--- src/rtl/pq_pkg.sv ---
// Shared types and constants for the hardware priority queue family.
// Key/value widths, the reserved empty-key marker and the per-cycle
// operation encoding used by the storage cells.
package pq_pkg;

   localparam int KEY_WIDTH   = 4;
   localparam int VAL_WIDTH   = 4;
   localparam int PQ_CAPACITY = 4;

   typedef struct packed {
      logic [KEY_WIDTH-1:0] key;
      logic [VAL_WIDTH-1:0] val;
   } kv_t;

   // All-ones key is reserved: it marks an unused slot and always sorts last.
   localparam logic [KEY_WIDTH-1:0] KEYINF   = {KEY_WIDTH{1'b1}};
   localparam logic [VAL_WIDTH-1:0] VAL0     = {VAL_WIDTH{1'b0}};
   localparam kv_t                  KV_EMPTY = '{key: KEYINF, val: VAL0};

   // Operation actually applied to the slot array this cycle (after legality checks).
   typedef enum logic [1:0] {
      NOP  = 2'd0,
      ENQ  = 2'd1,
      DEQ  = 2'd2,
      REPL = 2'd3
   } pq_op_t;

endpackage

--- src/rtl/pq_cell.sv ---
// One slot of the shift-register priority queue.
// Decides locally, from its neighbours and the incoming entry, whether to
// hold, shift from the left, shift from the right or capture the new entry.
module pq_cell
   import pq_pkg::*;
#(
   parameter bit IS_HEAD = 1'b0
) (
   input  logic   clk,
   input  logic   rst_n,
   input  pq_op_t op,
   input  kv_t    kvi,
   input  kv_t    kv_left,
   input  kv_t    kv_right,
   input  logic   lt_left,
   output kv_t    kv_out,
   output logic   lt_out
);

   kv_t  r_kv;
   kv_t  w_kv_next;
   logic w_lt;
   logic w_ge_right;

   // Strict less-than keeps a new entry behind any equal keys (FIFO among ties).
   assign w_lt       = (kvi.key < r_kv.key);
   assign w_ge_right = (kvi.key >= kv_right.key);

   // Next-slot selection; "not less than me" doubles as the left neighbour's
   // ge condition during a replace.
   always_comb begin
      w_kv_next = r_kv;
      case (op)
         ENQ: begin
            if (lt_left)
               w_kv_next = kv_left;
            else if (w_lt)
               w_kv_next = kvi;
         end
         DEQ: w_kv_next = kv_right;
         REPL: begin
            if (w_ge_right)
               w_kv_next = kv_right;
            else if (IS_HEAD || !w_lt)
               w_kv_next = kvi;
         end
         default: w_kv_next = r_kv;
      endcase
   end

   // Slot register, emptied by reset.
   always_ff @(posedge clk or negedge rst_n) begin
      if (!rst_n)
         r_kv <= KV_EMPTY;
      else
         r_kv <= w_kv_next;
   end

   assign kv_out = r_kv;
   assign lt_out = w_lt;

endmodule

--- src/rtl/pq_shift_reg.sv ---
// Shift-register hardware priority queue: CAPACITY sorted slots, minimum key
// at the head, one operation per clock. Optional sticky error flags are
// compiled in when PQ_ERR_EN is defined.
module pq_shift_reg
   import pq_pkg::*;
#(
   parameter int CAPACITY = PQ_CAPACITY
) (
   input  logic                          clk,
   input  logic                          rst_n,
   input  logic                          enq,
   input  logic                          deq,
   input  kv_t                           kvi,
`ifdef PQ_ERR_EN
   input  logic                          err_clr,
   output logic [2:0]                    err,
`endif
   output kv_t                           kvo,
   output logic                          full,
   output logic                          empty,
   output logic [$clog2(CAPACITY+1)-1:0] count
);

   localparam int CNT_W = $clog2(CAPACITY+1);

   logic [CNT_W-1:0] r_count;
   pq_op_t           w_op;
   logic             w_key_ok;
   logic             w_full;
   logic             w_empty;
   kv_t              w_kv [0:CAPACITY];
   logic             w_lt [0:CAPACITY];

   assign w_full   = (r_count == CNT_W'(CAPACITY));
   assign w_empty  = (r_count == '0);
   assign w_key_ok = (kvi.key != KEYINF);

   // Reduce the request to the operation that is legal in the current state.
   always_comb begin
      w_op = NOP;
      if (enq && deq) begin
         if (!w_empty)
            w_op = w_key_ok ? REPL : DEQ;
         else
            w_op = w_key_ok ? ENQ : NOP;
      end else if (enq) begin
         w_op = (w_key_ok && !w_full) ? ENQ : NOP;
      end else if (deq) begin
         w_op = w_empty ? NOP : DEQ;
      end
   end

   // Virtual slot past the tail and the compare result left of the head.
   assign w_kv[CAPACITY] = KV_EMPTY;
   assign w_lt[0]        = 1'b0;

   generate
      for (genvar gi = 0; gi < CAPACITY; gi++) begin : g_cell
         kv_t w_left;
         if (gi == 0) begin : g_head
            assign w_left = KV_EMPTY;
         end else begin : g_body
            assign w_left = w_kv[gi-1];
         end
         pq_cell #(
            .IS_HEAD (gi == 0)
         ) u_cell (
            .clk      (clk),
            .rst_n    (rst_n),
            .op       (w_op),
            .kvi      (kvi),
            .kv_left  (w_left),
            .kv_right (w_kv[gi+1]),
            .lt_left  (w_lt[gi]),
            .kv_out   (w_kv[gi]),
            .lt_out   (w_lt[gi+1])
         );
      end
   endgenerate

   // Occupancy tracks the applied operation; replace leaves it unchanged.
   always_ff @(posedge clk or negedge rst_n) begin
      if (!rst_n)
         r_count <= '0;
      else if (w_op == ENQ)
         r_count <= r_count + 1'b1;
      else if (w_op == DEQ)
         r_count <= r_count - 1'b1;
   end

`ifdef PQ_ERR_EN
   logic [2:0] r_err;
   logic       w_ovf;
   logic       w_udf;
   logic       w_badkey;

   assign w_ovf    = enq && !deq && w_full;
   assign w_udf    = deq && w_empty;
   assign w_badkey = enq && !w_key_ok;

   // Sticky {badkey, udf, ovf}; a clear wins over a same-cycle set.
   always_ff @(posedge clk or negedge rst_n) begin
      if (!rst_n)
         r_err <= '0;
      else if (err_clr)
         r_err <= '0;
      else
         r_err <= r_err | {w_badkey, w_udf, w_ovf};
   end

   assign err = r_err;
`endif

   assign kvo   = w_kv[0];
   assign full  = w_full;
   assign empty = w_empty;
   assign count = r_count;

endmodule

--- config.mk ---
export PLATFORM = sky130hd
export DESIGN_NAME = pq_shift_reg
export DESIGN_NICKNAME = d
export VERILOG_FILES = /design/src/rtl/pq_pkg.sv /design/src/rtl/pq_cell.sv /design/src/rtl/pq_shift_reg.sv
export SDC_FILE = /design/constraint.sdc
export NUM_CORES = 1
export LEC_CHECK = 0
export ABC_AREA = 1
export BUFFER_PORTS_ARGS = -buffer_cell sky130_fd_sc_hd__buf_4
export CAP_MARGIN = 20
export CORE_AREA = 2 2 89 57
export CTS_CLUSTER_DIAMETER = 100
export CTS_CLUSTER_SIZE = 30
export DETAILED_ROUTE_END_ITERATION = 10
export DIE_AREA = 0 0 91 59
export MAX_ROUTING_LAYER = met4
export PLACE_DENSITY_LB_ADDON = 0.05
export SLEW_MARGIN = 15
export SYNTH_ARGS = -nofsm -noshare
export SYNTH_HDL_FRONTEND = slang
export SYNTH_SLANG_ARGS = --single-unit
export TNS_END_PERCENT = 10
--- constraint.sdc ---
create_clock -name clk -period 2.5 [get_ports clk]
set_input_delay 0.375 -clock clk [delete_from_list [all_inputs] [get_ports clk]]
set_output_delay 0.375 -clock clk [all_outputs]
set_load 0.03 [all_outputs]
# [After elaboration in Yosys (flattened, before gate mapping)]
# Index checks and enable logic that the tools add are counted.
[classes] add_sub_neg=2 n_mul=0 div=0 order_cmp=8 eq_ne=12 n_shift=0 mux=28 bitwise=0 n_reduce_logical=10
[ops] cell="8-bit two-way mux" count=14
[ops] cell="8-bit case mux with 3 select lines" count=4
[ops] cell="4-bit less-than comparator" count=4
[ops] cell="4-bit >= comparator" count=3
[ops] cell="2-bit two-way mux" count=5
[ops] cell="3-bit by 1-bit != test with 1-bit output (second input constant)" count=3
[ops] cell="3-bit != test (second input constant)" count=3
[ops] cell="3-bit AND reduction" count=3
[ops] cell="3-bit two-way mux" count=2
[ops] cell="2-bit == test (second input constant)" count=2
[ops] cell="4-bit >= comparator (second input constant)" count=1
[ops] cell="4-bit != test (second input constant)" count=1
[ops] cell="3-bit by 1-bit adder with 3-bit output (second input constant)" count=1
[ops] cell="3-bit == test (second input constant)" count=1
[ops] cell="3-bit zero test" count=1
[ops] cell="1-bit two-way mux" count=3
[ops] cell="3-bit nonzero test" count=1
[ops] cell="3-bit by 1-bit subtractor with 3-bit output (second input constant)" count=1
[ops] cell="2-bit by 1-bit == test with 1-bit output (second input constant)" count=1
[ops] cell="1-bit logical AND" count=2
[ops] cell="2-bit by 1-bit != test with 1-bit output (second input constant)" count=1
[ops] cell="2-bit AND reduction" count=1
[ops] cell="2-bit nonzero test" count=1
[ops] cell="1-bit zero test" count=1
[word_totals] register_bits=35 latch_bits=0 ram_bits=0 mem_bits_ro=0 input_bits=12 out_inout_bits=13 elab_cells=69 mem_count=0

# [Depth between registers and ports, before layout]
# Gate-level depths: netlist of the first run.
[depth] ltp_word=9 depth_mapped=15

# [Hierarchy]
# Synthesis of the first run repeated with hierarchy kept, for this count alone.
[hier_totals] cells_unflattened=641 area_unflattened_um2=4125.2
[by_module_without_submodules] mod="pq_cell at g_cell[1].u_cell ..." instances=3 cells_per_inst=153 area_each_um2=980.9 seq_area_each_um2=205.2
[by_module_without_submodules] mod="pq_cell at g_cell[0].u_cell" instances=1 cells_per_inst=150 area_each_um2=947.2 seq_area_each_um2=205.2
[by_module_without_submodules] mod="pq_shift_reg" instances=1 cells_per_inst=32 area_each_um2=235.2 seq_area_each_um2=75.1

# [Worst setup path before layout of the first run]
# Ideal clock, no wire load.
[synth_timing] path_kind="register to register" from="reg r_count[0], in the netlist count[0]" to="reg r_count[2], in the netlist count[2]" t_arrival_ps=2583 required_ps=2369 slack_ps=-214 path_stages_with_launch=11 period_less_slack_ps=2714 cell_sequence="dfrtp_1 -> or2_2 -> nor2_1 -> nor2_1 -> inv_1 -> ha_1 -> inv_1 -> fa_1 -> a21boi_0 -> o21ai_0 -> xor2_1"
[synth_via] word_cells_on_any_way=17
[synth_rtl] item="from (decl)" line="pq_shift_reg.sv:26" source="logic [CNT_W-1:0] r_count;"
[synth_rtl] item="from (signal assigned)" line="pq_shift_reg.sv:86" source="r_count <= r_count + 1'b1;"
[synth_rtl] item="from (signal assigned)" line="pq_shift_reg.sv:88" source="r_count <= r_count - 1'b1;"
[synth_rtl] item="3-bit zero test (*)" line="pq_shift_reg.sv:35" source="assign w_empty = (r_count == '0);"
[synth_rtl] item="via empty" line="pq_shift_reg.sv:20" source="output logic empty,"
[synth_rtl] item="2-bit two-way mux" line="pq_shift_reg.sv:49" source="w_op = w_empty ? NOP : DEQ;"
[synth_rtl] item="2-bit two-way mux" line="pq_shift_reg.sv:48" source="end else if (deq) begin"
[synth_rtl] item="2-bit two-way mux" line="pq_shift_reg.sv:46" source="end else if (enq) begin"
[synth_rtl] item="2-bit two-way mux (*)" line="pq_shift_reg.sv:41" source="if (enq && deq) begin"
[synth_rtl] item="2-bit by 1-bit == test with 1-bit output or 2-bit == test (tied branches)" line="pq_shift_reg.sv:85, pq_shift_reg.sv:87"
[synth_rtl] item="3-bit two-way mux or 2-bit nonzero test (tied branches)"
# The timed path passes the listed nets; every way through them passes the cells marked *. The select of a mux whose other input is x is not followed.
# A chain may end at the register's enable or synchronous reset.

# [Worst setup path in the final report of the first run]
[layout_timing] from="reg r_count[0], in the netlist count[0]" to="reg g_cell[1].u_cell.r_kv, in the netlist g_cell[1].u_cell.kv_out[0]"
[layout_via] elab_chain_len=9 word_cells_on_any_way=18
[layout_rtl] item="3-bit == test" line="pq_shift_reg.sv:34" source="assign w_full = (r_count == CNT_W'(CAPACITY));"
[layout_rtl] item="1-bit zero test" line="pq_shift_reg.sv:47" source="w_op = (w_key_ok && !w_full) ? ENQ : NOP;"
[layout_rtl] item="1-bit logical AND" line="pq_shift_reg.sv:47"
[layout_rtl] item="1-bit two-way mux" line="pq_shift_reg.sv:47"
[layout_rtl] item="2-bit two-way mux" line="pq_shift_reg.sv:46"
[layout_rtl] item="2-bit two-way mux (*)" line="pq_shift_reg.sv:41"
[layout_rtl] item="2-bit == test or 2-bit by 1-bit == test with 1-bit output (tied branches)" line="pq_cell.sv:33" source="case (op)"
[layout_rtl] item="3-bit != test (no source line) (tied with other cells)"
[layout_rtl] item="3-bit AND reduction (no source line)"
[layout_rtl] item="to (signal assigned)" line="pq_cell.sv:56" source="r_kv <= w_kv_next;"
[layout_rtl] item="to (decl)" line="pq_cell.sv:20" source="kv_t r_kv;"
# Every way passes the cells marked *; elsewhere a longest branch is shown, timed or not.

==> results.py, run 1 <==
metrics = {
    "grt": {
        "first_global_vias": 2399,
        "grt_max_degree": 36,
        "grt_overflow_total": 0,
        "grt_usage": 0.2932,
        "grt_antenna_before_repair": 0,
        "grt_pass1_wl_um": 11830,
    },
    "sta": {
        "skew_ps": 8.545,
        "tns_ps": 0,
        "rsz0062_at_grt": "no",
        "fmax_ghz": 0.4342,
        "period_share": 0.9213,
        "period_needed_ps": 2303,
        "slew_headroom": 0.6908,
        "fin_ws_ps": 196.8,
        "tightest_slew_ps": 463.9,
        "final_max_slew_viol_count": 0,
        "hold_viol": 0,
        "setup_viol": 0,
    },
    "floorplan": {
        "io_pins": 25,
        "initial_core_util": 0.5859,
        "row_count": 19,
        "fp.dieH_um": 59,
        "die_x_um": 91,
        "core_um2": 4469,
        "die_area_um2": 5369,
    },
    "setup_path": {
        "critPathCapture": "g_cell[1].u_cell.kv_out[0]",
        "cp_common_cell": "nand2_1",
        "timing.rr.end": "g_cell[1].u_cell.kv_out[0]",
        "ff2ff_setup_slack_ps": 200,
        "crit_path_start": "count[0]",
        "cp_slowest_cell": "dfrtp_2",
        "max_stage_delay_ps": 440,
        "path_buf_inv": 2,
        "r2r_cells": 13,
        "cp_num_cells": 13,
        "critical_path_class": "reg -> reg",
        "cp_max_fo": 13,
        "r2r-start": "count[0]",
        "end_kind": "flip-flop",
        "critPathArrivalTime_ps": 2540,
        "path_cells": "or2_2, nor2_2, nand2_1, nand3_1, inv_1, ha_2, nor2_4, inv_2, nor2_2, nand2_1, nand3_1, nand2_1, nand2_1",
        "cp_top_family": "simple AND/OR/NAND/NOR gates",
        "startpoint_type": "flip-flop",
        "worstPathRequired_ps": 2740,
    },
    "placed_design": {
        "numPortBuffers": 24,
        "dp_slack_ps": 101.2,
        "post-dp-hpwl_um": 5258,
        "gp_congestion": 0.9153,
        "dp_cells": 468,
    },
    "logic_synthesis": {
        "syn_area_um2": 2619,
        "synth_nets": 412,
        "syn_area_per_cell_um2": 6.891,
        "synthCells": 380,
        "ys_seq_area_frac": 0.3421,
        "yosysWarnings": 0,
        "ys_types": 30,
        "ys_seq_elements": 35,
    },
    "finish": {
        "mostFrequentLayoutCell": "nand2_1",
        "antenna_cells": 0,
        "layout-drive-gt1-share": 0.2082,
        "fill_cells": 418,
        "fin_nets": 444,
        "final_util": 0.6750,
        "layout_common_cells": "174 x nand2_1, 47 x nand3_1, 32 x inv_1",
        "area_delta_synth_final_pct": 15.19,
        "layoutNonFillerInstCount": 476,
    },
    "worst_hold_path": {
        "worstHoldPathType": "in -> async",
    },
    "drt": {
        "routed_via_density": 5.410,
        "wl_per_cell_um": 14.74,
        "initialDrtViolationCount": 211,
        "drc": 0,
        "ant_nets": 0,
        "drt-pass1-iter-count": 4,
        "dr_total_vias": 2575,
        "finalWirelength_um": 7016,
    },
    "power_and_ir_drop": {
        "p_leak_nw": 1.633,
        "power.total_mw": 3.923,
        "power_density_nw_per_um2": 1301,
        "max-vdd-ir-drop_mv": 0.6864,
    },
    "job": {
        "cap_violations": 0,
    },
    "cts": {
        "h-tree-depth": 2,
        "cts_tree": "built",
        "clk_path_buf_depth": 2,
        "clk_latency_ps": 300,
        "cts_buffers": 5,
        "clkTransAtPathRegs_ps": 80,
        "clockRootBuffer": "clkbuf_8",
        "clkSinkCount": 35,
        "hold_buffers": 0,
    },
    "status": {
        "status": "completed",
    },
}
## cell type report
cell class,instances,area [um^2],area share
Sequential cell,35,897.1,0.2974
Inverter,38,142.6,0.04728
Tap cell,63,78.83,0.02613
Timing Repair Buffer,30,225.2,0.07466
Clock inverter,2,35.03,0.01161
Multi-Input combinational cell,302,1555,0.5156
Clock buffer,6,82.58,0.02737
## cells in the mapped netlist (all sizes together)
master / number / area [um^2]
nand4: 6 / 43.79
o22ai: 4 / 25.02
ha: 19 / 237.7
mux2: 1 / 11.26
buf: 5 / 37.53
fa: 1 / 20.02
dfrtp: 19 / 475.5
or2: 3 / 18.77
o21ai: 10 / 53.80
nor2: 16 / 90.09
nand2: 182 / 705.7
nand3: 47 / 235.2
a21boi: 1 / 7.510
dfstp: 16 / 420.4
a21oi: 7 / 53.81
o21bai: 3 / 22.52
inv: 38 / 142.6
xor2: 2 / 17.52
## flip-flops by register name (all words and copies together), names as in the netlist
name / count
g_cell.u_cell.kv_out: 32
count: 3
## worst min-delay path by stage
stage	end	slack, ps	cells past startpoint
after floorplan	count[0]	80	0
after global placement	count[1]	360	1
after detailed placement	count[1]	360	1
after CTS	count[1]	30	1
after global routing	count[1]	60	1
final	count[1]	20	1
## routing by layer
metal	part of all wire	wire (um)	track usage	vias to the layer above
li1	-	-	-	1277
met1	0.48	3399	0.4162	1158
met2	0.41	2842	0.4169	132
met3	0.10	713	0.07634	8
met4	0.0087	61	0.08009	0
met5	0	0	-	-
## logic make-up after synthesis
kind of cell | after synthesis | share of synthesized area
AND/OR/NAND/NOR | 254 | 0.4176
AO/OA/AOI/OAI | 25 | 0.06211
XOR/XNOR | 2 | 0.006690
buffers and inverters | 43 | 0.06880
multiplexers | 1 | 0.004300
flip-flops | 35 | 0.3421
adder cells (fa/ha/maj) | 20 | 0.09842
## worst reg2reg max path, delay by kind of cell (launching register included)
family / cells / cell delay, ps
fa+ha+maj: 1 / 270
flops: 1 / 440
buf+inv: 2 / 210
simple gates: 10 / 1320
## what timing repair did
item,4_1_cts,5_1_grt
setup buffers,0,0
endpoints found under the setup margin,0,31
gates resized for setup,0,7
## report_power, final
| part | total (mW) | switching, mW | internal, mW |
|---|---|---|---|
| combinational | 2.19 | 1.42 | 0.768 |
| clock | 0.545 | 0.222 | 0.323 |
| sequential | 1.19 | 0.262 | 0.925 |
| total | 3.92 | 1.91 | 2.02 |
## through the flow
| step | cell area (um^2) | hold WS, ps |
|---|---|---|
| 6_report | 3017 | 15.88 |
| 5_1_grt | 3017 | 55.76 |
| 4_1_cts | 3008 | 32.92 |
| 3_5_place_dp | 2890 | 356.6 |
| 3_3_place_gp | 2890 | 356.9 |
| 2_1_floorplan | 2624 | 79.41 |
Note: power is estimated with default switching activity, not from simulation.
==> run 2, diff against run 1 <==
--- a/config.mk
+++ b/config.mk
@@ -8,11 +8,11 @@
 export ABC_AREA = 1
 export BUFFER_PORTS_ARGS = -buffer_cell sky130_fd_sc_hd__buf_4
 export CAP_MARGIN = 20
-export CORE_AREA = 2 2 89 57
+export CORE_AREA = 3 3 90 58
 export CTS_CLUSTER_DIAMETER = 100
 export CTS_CLUSTER_SIZE = 30
 export DETAILED_ROUTE_END_ITERATION = 10
-export DIE_AREA = 0 0 91 59
+export DIE_AREA = 0 0 93 61
 export MAX_ROUTING_LAYER = met4
 export PLACE_DENSITY_LB_ADDON = 0.05
 export SLEW_MARGIN = 15
==> run 2 against run 1 <==
  * Register-to-register slack got worse by 50 ps
  * Die area increased by 5.7%
  * Wire length decreased by 2.4%
  * Clock power about the same
  * Count of clock-buffer cells in the layout unchanged
  * Clock skew decreased by 3.6 ps
  * Critical endpoint is now count[1]
  * Setup slack got worse by 49 ps
  * Largest power group unchanged
  * Cell area decreased by 0.17%
  * Non-clock buffer count decreased by 2
  * Critical path depth decreased by 4
  * Hold slack improved by 23 ps
==> results.py, run 2 (same netlist as run 1, synthesis figures left out) <==
metrics = {
    "status": {
        "status": "completed",
    },
    "cts": {
        "clkTransAtPathRegs_ps": 70,
        "clk_latency_ps": 290,
        "hold_buffers": 0,
        "h-tree-depth": 2,
        "clkSinkCount": 35,
        "clockRootBuffer": "clkbuf_8",
        "cts_tree": "built",
        "clk_path_buf_depth": 2,
        "cts_buffers": 5,
    },
    "drt": {
        "drc": 0,
        "dr_total_vias": 2540,
        "wl_met2_um": 2653,
        "finalWirelength_um": 6851,
        "ant_nets": 0,
        "wl_met1_um": 3522,
        "wl_per_cell_um": 14.45,
        "routed_via_density": 5.359,
        "wl_met3_um": 626,
        "routed.top_layer": "met4",
        "drt-pass1-iter-count": 5,
        "initialDrtViolationCount": 249,
    },
    "finish": {
        "fin_nets": 442,
        "fill_cells": 432,
        "layout-drive-gt1-share": 0.2044,
        "multi_input_area_um2": 1565,
        "mostFrequentLayoutCell": "nand2_1",
        "largest_register_ff_count": 32,
        "register_area_um2": 897.1,
        "antenna_cells": 0,
        "layout_common_cells": "174 x nand2_1, 47 x nand3_1, 32 x inv_1",
        "final_util": 0.6739,
        "area_delta_synth_final_pct": 15.00,
    },
    "setup_path": {
        "end_kind": "flip-flop",
        "ff2ff_setup_slack_ps": 150,
        "cp_max_fo": 4,
        "worstPathRequired_ps": 2680,
        "critical_path_class": "reg -> reg",
        "startpoint_type": "flip-flop",
        "critPathArrivalTime_ps": 2530,
    },
    "grt": {
        "grt_overflow_total": 0,
        "grt_usage": 0.2636,
        "first_global_vias": 2193,
        "grt_pass1_wl_um": 11140,
        "grt_max_degree": 36,
        "grt_antenna_before_repair": 0,
    },
    "placed_design": {
        "post-dp-hpwl_um": 5225,
        "gp_congestion": 0.8972,
        "numPortBuffers": 24,
    },
    "sta": {
        "slew_headroom": 0.6838,
        "fmax_ghz": 0.4251,
        "skew_ps": 4.962,
        "period_share": 0.9409,
        "final_max_slew_viol_count": 0,
        "period_needed_ps": 2352,
        "rsz0062_at_grt": "no",
        "setup_viol": 0,
        "tightest_slew_ps": 474.3,
        "hold_viol": 0,
        "holdWs_ps": 38.41,
    },
    "floorplan": {
        "row_count": 19,
        "fp.dieH_um": 61,
        "core_um2": 4469,
        "io_pins": 25,
        "die_area_um2": 5673,
        "initial_core_util": 0.5859,
        "die_x_um": 93,
    },
    "power_and_ir_drop": {
        "max-vdd-ir-drop_mv": 0.7470,
        "power_density_nw_per_um2": 1305,
        "p_leak_nw": 1.625,
        "power.total_mw": 3.929,
    },
    "job": {
        "cap_violations": 0,
    },
    "worst_hold_path": {
        "worstHoldPathType": "in -> async",
    },
}
## run 2: changes by cell type in the layout (fill, tap and decap cells not counted), sizes merged
cell and delta:
buf -2
## run 2: repair_timing
item | 4_1_cts | 5_1_grt
gates resized for setup | 0 | 7
endpoints found under the setup margin | 0 | 31
buffers inserted | 0 | 0
## run 2: final timing paths
path                                             from                         end  cells after the start
setup / recovery                             count[0]                    count[1]                      9
min in group clk                               kvi[1]  g_cell[2].u_cell.kv_out[1]                      5
max in group asynchronous                       rst_n                    count[0]                      1
hold reg to reg            g_cell[3].u_cell.kv_out[4]  g_cell[3].u_cell.kv_out[4]                      2
setup reg to reg                             count[0]                    count[1]                      9
hold / removal                                  rst_n  g_cell[3].u_cell.kv_out[0]                      1
## run 2: per-stage QoR
stage	setup TNS, ps	area, um^2	worst slack [ps]	instances
after floorplan	-821.8	2624	-54.30	380
after global placement	0	2875	193.1	466
after detailed placement	0	2875	124.3	466
after CTS	0	2993	100.2	474
after global routing	0	3012	17.66	474
final	0	3012	147.6	474
## run 2: report_power, final
group	internal, mW	switching [mW]
Clock	0.323	0.222
Sequential	0.926	0.270
Combinational	0.766	1.42
Total	2.01	1.91
## run 2: metal layers
| metal | up-vias | track usage |
|---|---|---|
| met4 | 0 | 0.05219 |
| met5 | - | - |
| met1 | 1137 | 0.4153 |
| li1 | 1270 | - |
| met2 | 126 | 0.3337 |
| met3 | 7 | 0.05824 |
## run 2: area by class of cell
type / count / share of cell area
Clock inverter: 2 / 0.01163
Multi-Input combinational cell: 302 / 0.5197
Inverter: 38 / 0.04736
Sequential cell: 35 / 0.2979
Timing Repair Buffer: 28 / 0.06980
Clock buffer: 6 / 0.02742
Tap cell: 63 / 0.02617
## run 2: critical path, cell delays in order (launching register included)
cell	delay, ps
dfrtp_2	440
or2_2	340
nor2_2	120
nand2_1	60
nand3_1	120
inv_1	90
ha_1	260
inv_2	110
fa_1	410
mux2_2	280
